--- src/rtl/sprite_motion_ctrl.sv ---
// Sprite movement controller: tick-paced moves, jump/fall physics and edge clamping,
// with every position change committed only while the draw engine is idle.
module sprite_motion_ctrl #(
  parameter int X_W      = 8,
  parameter int Y_W      = 7,
  parameter int SCR_W    = 160,
  parameter int SCR_H    = 120,
  parameter int SPR_W    = 10,
  parameter int SPR_H    = 11,
  parameter int START_X  = 0,
  parameter int START_Y  = 109,
  parameter int STEP     = 1,
  parameter int JUMP_H   = 9,
  parameter int TICK_DIV = 3124999,
  parameter int GRAVITY  = 1
) (
  input  logic           CLOCK,
  input  logic           ResetN,
  input  logic [2:0]     cmd,
  input  logic           blocked_u,
  input  logic           blocked_d,
  input  logic           blocked_l,
  input  logic           blocked_r,
  input  logic           draw_busy,
  output logic [X_W-1:0] pos_x,
  output logic [Y_W-1:0] pos_y,
  output logic           pos_valid,
  output logic           jumping,
  output logic           falling,
  output logic           tick
);

  localparam int DIV_W = (TICK_DIV > 0) ? $clog2(TICK_DIV + 1) : 1;
  localparam int JC_W  = (JUMP_H > 0) ? $clog2(JUMP_H + 1) : 1;

  localparam logic [X_W:0]  MAX_X    = (X_W + 1)'(SCR_W - SPR_W);
  localparam logic [X_W:0]  STEP_X   = (X_W + 1)'(STEP);
  localparam logic [Y_W:0]  FLOOR_Y  = (Y_W + 1)'(SCR_H - SPR_H);
  localparam logic [Y_W:0]  STEP_Y   = (Y_W + 1)'(STEP);
  localparam logic [JC_W:0] JUMP_LIM = (JC_W + 1)'(JUMP_H);

  localparam logic [2:0] CMD_UP    = 3'b001;
  localparam logic [2:0] CMD_RIGHT = 3'b010;
  localparam logic [2:0] CMD_LEFT  = 3'b011;
  localparam logic [2:0] CMD_JUMP  = 3'b100;
  localparam logic [2:0] CMD_DOWN  = 3'b101;

  typedef enum logic [1:0] {IDLE, JUMP_UP, FALL, COMMIT} state_t;

  state_t          state_q, state_d, ret_q, ret_d, mv_ret;
  logic [DIV_W-1:0] div_q, div_d;
  logic            tick_q, tick_d;
  logic [JC_W-1:0] jcnt_q, jcnt_d;
  logic [JC_W:0]   jcnt_inc;
  logic [X_W-1:0]  pos_x_q, pos_x_d, next_x_q, next_x_d, mv_x;
  logic [Y_W-1:0]  pos_y_q, pos_y_d, next_y_q, next_y_d, mv_y;
  logic            pos_valid_q, pos_valid_d;
  logic            jumping_q, jumping_d, falling_q, falling_d;
  logic            mv_go;

  // Positions are widened by one bit so the step can never wrap before clamping.
  function automatic logic [X_W-1:0] move_x(input logic [2:0] c, input logic bl,
                                            input logic br, input logic [X_W-1:0] x);
    logic [X_W:0] w;
    w = {1'b0, x};
    if (c == CMD_RIGHT && !br)
      w = ((w + STEP_X) > MAX_X) ? MAX_X : w + STEP_X;
    else if (c == CMD_LEFT && !bl)
      w = (w >= STEP_X) ? w - STEP_X : '0;
    return w[X_W-1:0];
  endfunction

  function automatic logic [Y_W-1:0] rise_y(input logic [Y_W-1:0] y);
    logic [Y_W:0] w;
    w = {1'b0, y};
    w = (w >= STEP_Y) ? w - STEP_Y : '0;
    return w[Y_W-1:0];
  endfunction

  function automatic logic [Y_W-1:0] sink_y(input logic [Y_W-1:0] y);
    logic [Y_W:0] w;
    w = {1'b0, y};
    w = ((w + STEP_Y) > FLOOR_Y) ? FLOOR_Y : w + STEP_Y;
    return w[Y_W-1:0];
  endfunction

  always_comb begin
    div_d       = (div_q == '0) ? DIV_W'(TICK_DIV) : div_q - 1'b1;
    tick_d      = (div_d == '0);
    state_d     = state_q;
    ret_d       = ret_q;
    jcnt_d      = jcnt_q;
    pos_x_d     = pos_x_q;
    pos_y_d     = pos_y_q;
    next_x_d    = next_x_q;
    next_y_d    = next_y_q;
    pos_valid_d = 1'b0;
    jcnt_inc    = {1'b0, jcnt_q} + 1'b1;
    mv_x        = move_x(cmd, blocked_l, blocked_r, pos_x_q);
    mv_y        = pos_y_q;
    mv_ret      = IDLE;
    mv_go       = 1'b0;

    case (state_q)
      IDLE: if (tick_q) begin
        if (GRAVITY != 0 && !blocked_d && ({1'b0, pos_y_q} < FLOOR_Y)) begin
          state_d = FALL;
        end else if (cmd == CMD_JUMP && blocked_d && !blocked_u) begin
          state_d = JUMP_UP;
          jcnt_d  = '0;
        end else begin
          if (GRAVITY == 0 && cmd == CMD_UP && !blocked_u)
            mv_y = rise_y(pos_y_q);
          else if (GRAVITY == 0 && cmd == CMD_DOWN && !blocked_d)
            mv_y = sink_y(pos_y_q);
          mv_ret = IDLE;
          mv_go  = 1'b1;
        end
      end
      JUMP_UP: if (tick_q) begin
        mv_go = 1'b1;
        if (blocked_u) begin
          mv_ret = FALL;
        end else begin
          mv_y   = rise_y(pos_y_q);
          jcnt_d = jcnt_inc[JC_W-1:0];
          mv_ret = (jcnt_inc >= JUMP_LIM || mv_y == '0) ? FALL : JUMP_UP;
        end
      end
      FALL: if (tick_q) begin
        mv_go = 1'b1;
        if (blocked_d || ({1'b0, pos_y_q} >= FLOOR_Y)) begin
          mv_ret = IDLE;
        end else begin
          mv_y   = sink_y(pos_y_q);
          mv_ret = FALL;
        end
      end
      COMMIT: if (!draw_busy) begin
        pos_x_d     = next_x_q;
        pos_y_d     = next_y_q;
        pos_valid_d = 1'b1;
        state_d     = ret_q;
      end
      default: state_d = IDLE;
    endcase

    // A move that changes nothing skips COMMIT and goes straight to its follow-on state.
    if (mv_go) begin
      if (mv_x != pos_x_q || mv_y != pos_y_q) begin
        state_d  = COMMIT;
        next_x_d = mv_x;
        next_y_d = mv_y;
        ret_d    = mv_ret;
      end else begin
        state_d = mv_ret;
      end
    end

    jumping_d = (state_d == JUMP_UP) || (state_d == COMMIT && ret_d == JUMP_UP);
    falling_d = (state_d == FALL) || (state_d == COMMIT && ret_d == FALL);
  end

  always_ff @(posedge CLOCK) begin
    if (!ResetN) begin
      state_q     <= IDLE;
      ret_q       <= IDLE;
      div_q       <= DIV_W'(TICK_DIV);
      tick_q      <= 1'b0;
      jcnt_q      <= '0;
      pos_x_q     <= X_W'(START_X);
      pos_y_q     <= Y_W'(START_Y);
      next_x_q    <= X_W'(START_X);
      next_y_q    <= Y_W'(START_Y);
      pos_valid_q <= 1'b0;
      jumping_q   <= 1'b0;
      falling_q   <= 1'b0;
    end else begin
      state_q     <= state_d;
      ret_q       <= ret_d;
      div_q       <= div_d;
      tick_q      <= tick_d;
      jcnt_q      <= jcnt_d;
      pos_x_q     <= pos_x_d;
      pos_y_q     <= pos_y_d;
      next_x_q    <= next_x_d;
      next_y_q    <= next_y_d;
      pos_valid_q <= pos_valid_d;
      jumping_q   <= jumping_d;
      falling_q   <= falling_d;
    end
  end

  assign pos_x     = pos_x_q;
  assign pos_y     = pos_y_q;
  assign pos_valid = pos_valid_q;
  assign jumping   = jumping_q;
  assign falling   = falling_q;
  assign tick      = tick_q;

endmodule

--- config.mk ---
export PLATFORM = sky130hd
export DESIGN_NAME = sprite_motion_ctrl
export DESIGN_NICKNAME = d
export VERILOG_FILES = /design/src/rtl/sprite_motion_ctrl.sv
export SDC_FILE = /design/constraint.sdc
export NUM_CORES = 1
export LEC_CHECK = 0
export BUFFER_PORTS_ARGS = -buffer_cell sky130_fd_sc_hd__clkbuf_2
export CAP_MARGIN = 30
export CORE_MARGIN = 4
export CORE_UTILIZATION = 55
export CTS_BUF_LIST = sky130_fd_sc_hd__clkbuf_8
export CTS_CLUSTER_DIAMETER = 50
export DETAILED_ROUTE_END_ITERATION = 8
export GPL_ROUTABILITY_DRIVEN = 0
export PLACE_DENSITY = 0.73
export SLEW_MARGIN = 20
export SYNTH_ARGS = -nofsm -noshare
export SYNTH_HDL_FRONTEND = slang
export SYNTH_SLANG_ARGS = --single-unit
--- constraint.sdc ---
create_clock -name CLOCK -period 3.7 [get_ports CLOCK]
set_input_delay 0.74 -clock CLOCK [delete_from_list [all_inputs] [get_ports CLOCK]]
set_output_delay 0.74 -clock CLOCK [all_outputs]
set_load 0.02 [all_outputs]
Word level (Yosys, flattened, before mapping)
Cells that the tools add are included.
- add/sub/neg operators: 6
- order comparisons: 7
- equality and inequality tests: 18
- multiplexer cells: 39
- bitwise gates (word level): 1
- reductions and logical operators: 26
- operator list (kind ; number):
    $logic_not 22->1 ; 2
    $mux 7 ; 6
    $mux 8 ; 4
    $mux 2 ; 13
    $mux 22 ; 1
    $sub 22x1->22 const B ; 1
    $mux 4 ; 5
    $pmux 7 s2 ; 1
    $eq 2x2->1 const B ; 5
    $ne 2x2->1 const B ; 5
    $add 8x1->9 const B ; 1
    $gt 9x8->1 const B ; 1
    $add 7x1->8 const B ; 1
    $ge 8x1->1 const B ; 1
    $gt 8x7->1 const B ; 1
    $ne 8x8->1 ; 1
    $pmux 2 s2 ; 2
    $pmux 4 s2 ; 1
    $sub 8x1->8 const B ; 1
    $ge 7x1->1 const B ; 1
    $ge 7x7->1 const B ; 1
    $logic_and 1x1->1 ; 7
    $logic_not 7->1 ; 1
    $lt 7x7->1 const B ; 1
    17 further kinds ; 33
- register bits after elaboration: 64
- bits of input ports: 10
- word-level logic and storage cells: 109

Longest topological paths before layout
- depth in word-level cells: 13
- mapped depth: 13
- gate-level depth less buffers: 10

Least setup slack after synthesis
OpenSTA, ideal clock, no wires.
- kind: flip-flop to flip-flop
- start: register pos_x_q[1] (netlist: pos_x[1])
- end: register jumping_q (netlist: jumping)
- library setup time: 0.123 ns
- arrival: 3.181 ns
- setup slack: 0.395 ns
- stages on the path, launching flop included: 14
- period minus slack after synthesis: 3.305 ns
- cells stage by stage: dfxtp_1 clkbuf_1 inv_1 ha_1 or4_1 clkbuf_1 o21ai_1 a21oi_1 a21oi_1 o2111ai_1 nor4_1 a31o_2 buf_6 mux2_1
- longest elaborated chain between the ends: 11
- ends and longest elaborated chain (item ; line ; source):
    start, declared ; 55 ; logic [X_W-1:0] pos_x_q, pos_x_d, next_x_q, next_x_d, mv_x;
    start signal, assigned ; 171 ; pos_x_q <= X_W'(START_X);
    start signal, assigned ; 184 ; pos_x_q <= pos_x_d;
    $add 8x1->9 (tied with other cells) ; 67 ; w = ((w + STEP_X) > MAX_X) ? MAX_X : w + STEP_X;
    $gt 9x8->1 or $mux 8 (tied branches) ; 67, 69 ;
    $mux 8 (on tied branches) ; 67, 68 ;
    $mux 8 ; 66 ; if (c == CMD_RIGHT && !br)
    $ne 8x8->1 * ; 150 ; if (mv_x != pos_x_q || mv_y != pos_y_q) begin
    $logic_or 1x1->1 * ; 150 ;
    $mux 2 ; 150 ;
    $mux 2 ; 149 ; if (mv_go) begin
    $eq 2x2->1 or $eq 2x1->1 (tied branches) ; 160 ; jumping_d = (state_d == JUMP_UP) || (state_d == COMMIT && ret_d == JUMP_UP);
    $logic_and 1x1->1 ; 160 ;
    $logic_or 1x1->1 * ; 160 ;
    end signal, assigned ; 189 ; jumping_q <= jumping_d;
    end, declared ; 58 ; logic jumping_q, jumping_d, falling_q, falling_d;
Mark *: on every way between the ends. The rest lies on a longest branch, timed or not.
A chain may end at the register's enable or synchronous reset.

Final worst setup path
- start: register pos_y_q[1] (netlist: pos_y[1])
- end: register next_y_q[2]
- longest elaborated chain between the ends: 9
- ends and longest elaborated chain (item ; line ; source):
    start, declared ; 56 ; logic [Y_W-1:0] pos_y_q, pos_y_d, next_y_q, next_y_d, mv_y;
    start signal, assigned ; 172 ; pos_y_q <= Y_W'(START_Y);
    start signal, assigned ; 185 ; pos_y_q <= pos_y_d;
    $add 7x1->8 ; 83 ; w = ((w + STEP_Y) > FLOOR_Y) ? FLOOR_Y : w + STEP_Y;
    $gt 8x7->1 ; 83 ;
    $mux 7 ; 83 ;
    $mux 7 ; 132 ; if (blocked_d || ({1'b0, pos_y_q} >= FLOOR_Y)) begin
    $mux 7 ; 130 ; FALL: if (tick_q) begin
    $pmux 7 s2 ; 104 ; case (state_q)
    $ne 7x7->1 ; 150 ;
    $logic_or 1x1->1 ; 150 ;
    $reduce_and 2->1 (no line) ; n/a ;
    end signal, assigned ; 174 ; next_y_q <= Y_W'(START_Y);
    end signal, assigned ; 187 ; next_y_q <= next_y_d;
    end, declared ; 56 ;
Several ways; a longest one is shown, not always the timed one.

==> flow_summary.yaml <==
status:
  status: "finished, final reports clean"
finish:
  fillCellCount: 788
  instances_no_fill: 772
  fin_util_pct: 61.43
  drive_above_1_share_pct: 13.40
  final_nets: 685
  antenna_cells: 0
  fin_area_mm2: 0.005331
  area_delta_synth_final_pct: 8.810
timing:
  finalClockSkew_ns: 0.009517
  drv_slew: 0
  fin_crit_ns: 3.365
  setup_violations: 0
  timing.setup.tns_ns: 0
  max_freq_mhz: 297.2
  finalHoldViolCount: 0
  finalWorstSetupSlack_ns: 0.3355
  tightest_slew_ns: 0.7365
  period_share_pct: 90.93
  slew_headroom_pct: 50.83
  whs_ns: 0.4589
  rsz0062_at_grt: "false"
routing:
  route.detailed.wl_per_inst_um: 17.01
  dr_total_vias: 4912
  drt_wl_total_mm: 13.13
  drc: 0
  vias_per_cell: 6.363
  drtAntennaViolNets: 0
  dr.pass1.iters: 5
  drt_iter0_markers: 383
logic_synthesis:
  avgSynthCellArea_um2: 7.608
  synthArstFlopShare_pct: 0
  synthFlopType: "dfxtp_1"
  yosysMostFrequentCell: "nand2_1"
  synth_top_area_share_pct: 26.15
  yosysUniqueCellTypes: 83
  synth-edff-count: 0
  yosysSeqAreaShare_pct: 26.15
  synth_commonest_cells: "109 x nand2_1, 64 x dfxtp_1, 38 x clkbuf_1"
  syn_inst: 644
  yosysTopAreaCell: "dfxtp_1"
  yosysWarningCount: 0
  synth_seq_cells: 64
  syn-num-nets: 670
  syn_area_mm2: 0.004900
  yosys-top-cells-area: "dfxtp_1 26%, nand2_1 8.4%, mux2i_1 4.9%"
setup_path:
  rrSetupSlack_ns: 0.34
  worst-setup-path-type: "reg -> reg"
  path_cells: "inv_1 > ha_1 > or4_1 > a31oi_2 > nor4_1 > o41ai_1 > and4_1 > a31o_2 > buf_4 > mux2i_1"
  crit_family: "compound AO/OA/AOI/OAI gates"
  critPathBufInv: 2
  worstPathArrival_ns: 3.63
  worstPathMaxFanout: 11
  crit_slowest_cell: "or4_1"
  slowest_delay_ns: 0.49
  crit_path_end_kind: "register"
  start_kind: "register"
  required_ns: 3.97
cts:
  cts_num_sinks: 64
  cts_root_buf: "clkbuf_8"
  numCtsBuffers: 9
  cts_setup_buffers: 0
  htreeDepth: 3
  cts_hold_buf: 0
  clkSlewWorstSetupHoldPaths_ns: 0.07
  cts_tree: "done"
  post_cts_resized: 0
  clock_latency_ns: 0.34
  clockBufferDepth: 2
power_and_ir_drop:
  p_int_uw: 975.4
  p_sw_uw: 315.0
  combPwrFrac_pct: 4.4
  seqPwrFrac_pct: 53.9
  clkPwrFrac_pct: 41.7
  swShare_pct: 24.41
  ir_drop_v: 0.0002205
  power_mw: 1.290
  power_leakage_nw: 2.042
  pwr_density_cell_mw_per_mm2: 242.0
global_route:
  grt.total_usage_pct: 25.88
  grt_max_degree: 36
  grt_pass1_vias: 4483
  antenna_found_initial: 0
  overflow: 0
  grt_pass1_wl_mm: 21.93
min_path:
  hold_path.class: "reg -> reg"
job:
  max-cap-violations: 0
placement:
  portBuffers: 28
  placed_area_mm2: 0.005149
  pre_cts_ws_ns: 0.3019
  dp_hpwl_mm: 9.667
  place_inst: 756
floorplan:
  die_y_um: 102.4
  num_rows: 34
  core_area_mm2: 0.008678
  chipWidth_um: 102.4
  dieArea_mm2: 0.01048
  ios: 29
  start_util_pct: 56.46
[flip-flops by register name, indices dropped and copies added (netlist names), 2 cells and up]
register  flops
div_q        22
next_y_q      7
pos_x         8
next_x_q      8
jcnt_q        4
ret_q         2
state_q       2
pos_y         7
[cells by family after synthesis]
| family | Yosys count | synth area share, % |
|---|---|---|
| compound gates | 154 | 22.14 |
| xor+xnor | 19 | 3.396 |
| fa+ha+maj | 16 | 4.086 |
| buf+inv | 69 | 5.669 |
| flops | 64 | 26.15 |
| mux | 33 | 7.022 |
| simple gates | 289 | 31.54 |
[layout make-up]
type / count / area (um^2) / share of cell area, %
Clock buffer: 10 / 137.6 / 2.582
Clock inverter: 6 / 45.04 / 0.8449
Inverter: 23 / 86.33 / 1.619
Multi-Input combinational cell: 511 / 3341 / 62.66
Sequential cell: 64 / 1281 / 24.03
Tap cell: 108 / 135.1 / 2.535
Timing Repair Buffer: 50 / 305.3 / 5.726
[power groups by stage]
| stage | Sequential, mW | Combinational [mW] | Clock (mW) |
|---|---|---|---|
| floorplan | 0.711 | 0.0382 | 0 |
| global placement | 0.711 | 0.0545 | 0 |
| detailed placement | 0.712 | 0.0553 | 0 |
| CTS | 0.696 | 0.0558 | 0.553 |
| global route | 0.696 | 0.0638 | 0.577 |
| finish | 0.696 | 0.0567 | 0.538 |
[layer usage]
layer	part of all wire, %	up-vias	track usage, %	wire length, um
li1	-	2371	-	-
met5	0	-	0	0
met3	7.3	37	3.891	953
met4	2.3	0	9.183	301
met2	47	229	41.88	6170
met1	43	2275	35.11	5708
[layout by cell type, fill, tap and decap left out, types with 17 or more instances in the layout]
cell / n
a21oi_1: 28
dfxtp_1: 64
nor2b_1: 17
clkbuf_2: 28
mux2i_1: 24
nand2_1: 109
nor2_1: 31
buf_4: 22
nand3_1: 20
o21ai_0: 19
inv_1: 22
[worst reg2reg max path: cells and delay by family (launching register included)]
kind,cells,cell delay [ns]
and+or+nand+nor,3,0.85
AOI/OAI and AO/OA,3,1.09
adders and majority gates,1,0.21
buffers and inverters,2,0.45
DFF,1,0.48
muxes,1,0.21
[path summary, 6_finish.rpt]
check	start	to	depth (start not counted)
hold reg to reg	div_q[0]	div_q[0]	1
hold / removal	div_q[0]	div_q[0]	1
setup / recovery	pos_y[1]	next_y_q[2]	10
setup reg to reg	pos_y[1]	next_y_q[2]	10
Note: power is estimated with default switching activity, not from simulation.
